<file path="src/rtl/channel_serializer_pkg.sv">
// Shared types and constants for the channel serializer: FSM state encoding
// and the width of the transmitted-frame counter.
package channel_serializer_pkg;

    typedef enum logic {
        IDLE = 1'b0,
        SEND = 1'b1
    } state_e;

    localparam int FRAME_CNT_W = 16;

endpackage

</file>
<file path="src/rtl/channel_serializer.sv">
// Frame-to-word serializer: captures a CHANNEL-word frame and emits it one
// word per handshake, highest slice first, so a left-shift packer rebuilds it.
module channel_serializer
    import channel_serializer_pkg::*;
#(
    parameter int WIDTH   = 32,
    parameter int CHANNEL = 3
) (
    input  logic                       clk,
    input  logic                       rst,
    input  logic [CHANNEL*WIDTH-1:0]   in_data,
    input  logic                       in_valid,
    output logic                       in_ready,
    output logic [WIDTH-1:0]           out_data,
    output logic                       out_valid,
    input  logic                       out_ready,
    output logic                       out_last,
    output logic [FRAME_CNT_W-1:0]     frame_cnt
);

    localparam int               IDX_W    = $clog2(CHANNEL);
    localparam logic [IDX_W-1:0] IDX_LAST = IDX_W'(CHANNEL - 1);

    state_e                     state_q, state_d;
    logic [IDX_W-1:0]           idx_q, idx_d;
    logic [CHANNEL*WIDTH-1:0]   frame_q, frame_d;
    logic [FRAME_CNT_W-1:0]     cnt_q, cnt_d;

    logic sending;
    logic last_word;
    logic accept;

    always_comb begin
        state_d   = state_q;
        idx_d     = idx_q;
        frame_d   = frame_q;
        cnt_d     = cnt_q;

        sending   = (state_q == SEND);
        last_word = (idx_q == '0);
        // Ready while the final word drains lets the next frame load with no bubble.
        in_ready  = !rst && (!sending || (last_word && out_ready));
        accept    = in_valid && in_ready;

        if (sending && out_ready) begin
            if (last_word) begin
                cnt_d   = cnt_q + 1'b1;
                state_d = IDLE;
            end else begin
                idx_d = idx_q - 1'b1;
            end
        end

        if (accept) begin
            frame_d = in_data;
            idx_d   = IDX_LAST;
            state_d = SEND;
        end
    end

    always_ff @(posedge clk) begin
        if (rst) begin
            state_q <= IDLE;
            idx_q   <= '0;
            frame_q <= '0;
            cnt_q   <= '0;
        end else begin
            state_q <= state_d;
            idx_q   <= idx_d;
            frame_q <= frame_d;
            cnt_q   <= cnt_d;
        end
    end

    assign out_valid = sending && !rst;
    assign out_last  = out_valid && last_word;
    assign out_data  = out_valid ? frame_q[int'(idx_q)*WIDTH +: WIDTH] : '0;
    assign frame_cnt = cnt_q;

endmodule

</file>
<file path="config.mk">
export PLATFORM = sky130hd
export DESIGN_NAME = channel_serializer
export DESIGN_NICKNAME = d
export VERILOG_FILES = /design/src/rtl/channel_serializer_pkg.sv /design/src/rtl/channel_serializer.sv
export SDC_FILE = /design/constraint.sdc
export NUM_CORES = 1
export LEC_CHECK = 0
export ABC_AREA = 1
export CAP_MARGIN = 20
export CORE_MARGIN = 3
export CORE_UTILIZATION = 45
export DETAILED_ROUTE_END_ITERATION = 12
export DONT_BUFFER_PORTS = 1
export MAX_ROUTING_LAYER = met4
export PLACE_DENSITY = 0.64
export SLEW_MARGIN = 20
export SYNTH_ARGS = -nofsm -noshare
export SYNTH_HDL_FRONTEND = slang
export SYNTH_SLANG_ARGS = --single-unit
export TNS_END_PERCENT = 30
</file>
<file path="constraint.sdc">
create_clock -name clk -period 2.9 [get_ports clk]
set_input_delay 0.58 -clock clk [delete_from_list [all_inputs] [get_ports clk]]
set_output_delay 0.58 -clock clk [all_outputs]
set_load 0.005 [all_outputs]
</file>
==> impl_metrics.ini, run 1 <==
[place]
gp_congestion = 0.7939
io_buffers = 0
place_inst = 811
dp_hpwl_um = 8802

[clocking]
cts_max_level = 4
hold_buffers = 0
cts_tree = built
cts_setup_buffers = 0
clk_latency_ns = 0.53
cts_resized = 0
cts_root_buffer = clkbuf_8
max-clock-path-buffers = 2
path_clk_slew_ns = 0.06
clkSinkCount = 115
cts_made_buffers = 17

[finish]
register_area_sq_um = 2302
nFillCells = 1066
layout-drive-gt1-share = 0.07255
antenna_cells = 0
areaGrowthSynthToFinish_pct = 12.17
nNetsFinal = 791
final_core_util = 0.5199
stdcell_count = 843
multi_input_area_sq_um = 2283

[route]
post_drt_via_cell_ratio = 5.537
drtAntennaViolNets = 0
drtPass1Iterations = 5
wl_per_cell_um = 15.98
drc = 0
routed_wl_um = 13470
dr_total_vias = 4668
drt_iter0_markers = 376

[die]
ios = 151
core_area_sq_um = 10890
start_util = 0.4635
num_rows = 38
die_x_um = 111.9
dieArea_sq_um = 12520
die_h_um = 111.9

[outcome]
status = completed

[timing]
worstMarginPinSlew_ns = 0.4584
rsz0062_at_grt = no
tns_ns = 0
whs_ns = 0.1120
period_minus_slack_ns = 2.645
finalHoldViolCount = 0
worst_clock_skew_ns = 0.007836
slew_viol_final = 0
fin_crit_sh = 0.9120
fmax_mhz = 378.1
setup_viol = 0
maxSlewHeadroom = 0.6941

[synth]
syn_area_sq_um = 5046
ys_seq_area_frac = 0.4562
synth_warnings = 0
syn_inst = 716
synth.ff_latch_count = 115
synth.area.top_cells = dfxtp_1 46%, nand3_1 16%, nand2_1 9.8%
avgSynthCellArea_sq_um = 7.048
synth_top_cell_by_area = dfxtp_1
yosysUniqueCellTypes = 22
synth_nets = 817
synth_top_cell_area_share = 0.4562

[setup_path]
start_kind = flop
r2r_start = idx_q[1]
required_ns = 2.32
path_max_fanout = 40
ff2ff_setup_slack_ns = 0.93
path_class = reg2out
reg2reg_depth = 9
reg2reg_to = frame_q[19]
arrival_ns = 2.06
end_kind = primary output

[worst_hold_path]
hold_end = frame_cnt[0]
hp-class = in2reg
hold_path.startpoint = rst
holdPathStages = 1

[global_routing]
antenna_found_initial = 0
overflow = 0
grtUsageTotal = 0.2249
grt_max_degree = 99
grt_pass1_vias = 4353
grt_pass1_wl_um = 21820

[pwr]
peakVddDrop_v = 0.0004564
pwr_density_cell_nw_per_um2 = 725.6
total_power_mw = 4.107
p_leak_nw = 2.306

[job]
maxCapViolations = 0
-- metrics by stage --
stage               cell area [sq um]  worst slack [ns]
finish                           5660            0.2553
global placement                 5074            0.6898
global route                     5660           0.05127
floorplan                        5046            0.9709
detailed placement               5074            0.6638
CTS                              5660            0.2008
-- how the worst max path moves through the flow --
stage,startpoint,end,slack (ns),depth (start not counted)
2_1_floorplan,rst,out_data[22],0.97,5
3_3_place_gp,rst,out_data[12],0.69,4
3_5_place_dp,rst,out_data[31],0.66,4
4_1_cts,sending,out_data[31],0.20,5
5_1_grt,sending,out_data[31],0.05,5
6_report,idx_q[0],out_data[26],0.26,4
-- cell usage in the layout, fill, tap and decap left out, drive strengths merged, types with 4 or more instances in the layout --
cell,instances
nand3,166
nand2,133
dfxtp,115
a21oi,73
o21ai,70
inv,56
nor2,33
clkbuf,20
buf,12
clkinvlp,7
nand4,6
nor3,4
-- cell type report --
cell class | instances | share of cell area
multi-input combinational | 488 | 0.4034
tap | 140 | 0.03095
sequential | 115 | 0.4067
inverter | 56 | 0.03714
clock buffer | 20 | 0.08046
timing repair buffer | 12 | 0.01813
clock inverter | 12 | 0.02321
-- logic make-up after synthesis --
group	after synthesis	share of synthesized area
flip-flops	115	0.4562
adder cells (fa/ha/maj)	1	0.002479
XOR/XNOR	2	0.003472
AO/OA/AOI/OAI	143	0.1441
buffers and inverters	113	0.09174
AND/OR/NAND/NOR	342	0.3020
-- cells in the mapped netlist (all sizes together) --
library cell    n
dfxtp         115
nand4           6
a21oi          73
xor2            2
ha              1
o21ai          70
nand3         166
nand2         133
nor3            4
nor2           33
clkinv          1
buf            28
clkbuf         29
inv            55
-- routing by layer --
metal  up-vias  global-route usage  share of wire
li1       2331                   -              -
met2       183              0.3365           0.46
met3        17             0.07826          0.087
met5         -                   -              0
met1      2137              0.2800           0.43
met4         0             0.08516          0.016
-- flip-flops by register name (all words and copies together) (netlist names) --
register	count
frame_cnt	16
frame_q	96
idx_q	2
sending	1
-- worst max-delay path, cell delays in order, from the launching register on --
cell and delay (ns):
dfxtp_1 0.35, inv_2 0.33, buf_4 0.41, o21ai_0 0.21
a21oi_1 0.20
-- report_power, final --
| group | total (mW) | switching (mW) | internal, mW |
|---|---|---|---|
| clock | 2.03 | 0.750 | 1.29 |
| combinational | 0.338 | 0.228 | 0.110 |
| sequential | 1.73 | 0.0457 | 1.69 |
| total | 4.11 | 1.02 | 3.08 |
No activity file was read; power rests on OpenSTA's default activity.
==> inputs of run 2 (changes only) <==
- CAP_MARGIN: 20 -> unset
- CORE_MARGIN: 3 -> 2
==> impl_metrics.ini, run 2 (synthesized netlist as in run 1, its figures left out) <==
[finish]
antenna_cells = 0
layout_commonest_cell = nand3_1
layout_common_cells = 166 x nand3_1, 131 x nand2_1, 115 x dfxtp_1
stdcell_count = 842
top_register = frame_q
finalInstanceArea_sq_um = 5625
layout-drive-gt1-share = 0.06980
final_core_util = 0.5167
nNetsFinal = 791
areaGrowthSynthToFinish_pct = 11.48
largest_reg_flops = 96

[setup_path]
start_kind = flop
arrival_ns = 2.09
path_max_fanout = 13
path_class = reg2out
end_kind = primary output
required_ns = 2.32

[timing]
slew_viol_final = 0
setup_viol = 0
tns_ns = 0
period_minus_slack_ns = 2.665
worst_clock_skew_ns = 0.005430
finalHoldViolCount = 0
fmax_mhz = 375.2
rsz0062_at_grt = no
setup_slack_ns = 0.2345
whs_ns = 0.1398
fin_crit_sh = 0.9191
worstMarginPinSlew_ns = 0.8573
maxSlewHeadroom = 0.4285

[global_routing]
grtUsageTotal = 0.2321
grtUsageMet2 = 0.3593
use_met1 = 0.2847
grt_max_degree = 99
antenna_found_initial = 0
grt-busiest-layer = met2
grt_pass1_wl_um = 20860
overflow = 0
met3_usage = 0.07943
grt_pass1_vias = 4311

[clocking]
max-clock-path-buffers = 2
cts_max_level = 4
path_clk_slew_ns = 0.05
cts_setup_buffers = 0
cts_root_buffer = clkbuf_8
cts_tree = built
clk_latency_ns = 0.51
hold_buffers = 0
cts_made_buffers = 17
cts_resized = 0
clkSinkCount = 115

[place]
gp_congestion = 0.8198
place_inst = 811
dp_hpwl_um = 8775
pre_cts_slack_ns = 0.5088
placed_area_sq_um = 5074
io_buffers = 0

[route]
wl_per_cell_um = 16.26
drc = 0
dr_total_vias = 4728
drt_iter0_markers = 354
routed_wl_um = 13690
drtPass1Iterations = 6
post_drt_via_cell_ratio = 5.615
drtAntennaViolNets = 0

[die]
core_area_sq_um = 10890
die_x_um = 109.9
start_util = 0.4635
ios = 151
dieArea_sq_um = 12080
die_h_um = 109.9
num_rows = 38

[pwr]
total_power_mw = 4.018
peakVddDrop_v = 0.0003218
pwr_density_cell_nw_per_um2 = 714.3
p_leak_nw = 2.297

[job]
maxCapViolations = 0

[outcome]
status = completed

[worst_hold_path]
hp-class = in2reg
-- run 2: area by class of cell --
cell class,instances,area (sq um)
Timing Repair Buffer,12,102.6
Clock inverter,11,112.6
Sequential cell,115,2302
Inverter,56,214.0
Fill cell,1082,5263
Tap cell,140,175.2
Clock buffer,20,435.4
Multi-Input combinational cell,488,2283
-- run 2: final timing paths --
check                                  from           end  slack (ns)  cells past startpoint
worst max register to register     idx_q[1]    frame_q[4]        0.69                      8
worst max-delay path               idx_q[1]  out_data[31]        0.23                      5
worst min register to register  frame_q[57]   frame_q[57]        0.46                      2
worst min-delay path                    rst  frame_cnt[0]        0.14                      1
-- run 2: where the power goes --
| part | internal [mW] | switching [mW] |
|---|---|---|
| logic | 0.110 | 0.228 |
| registers | 1.69 | 0.0511 |
| clock network | 1.23 | 0.712 |
-- run 2: routing by layer --
layer  wire length, um  vias up  part of all wire
met2              6379      181              0.47
met1              6047     2190              0.44
met4               148        0             0.011
met3              1118       13             0.082
li1                  -     2344                 -
met5                 0        -                 0
-- run 2: worst max-delay path, cell delays in order, from the launching register on --
cell and delay, ns:
dfxtp_1 0.62, nand2_1 0.19, clkinvlp_4 0.25, buf_4 0.24, nand2_1 0.07, a21oi_1 0.21
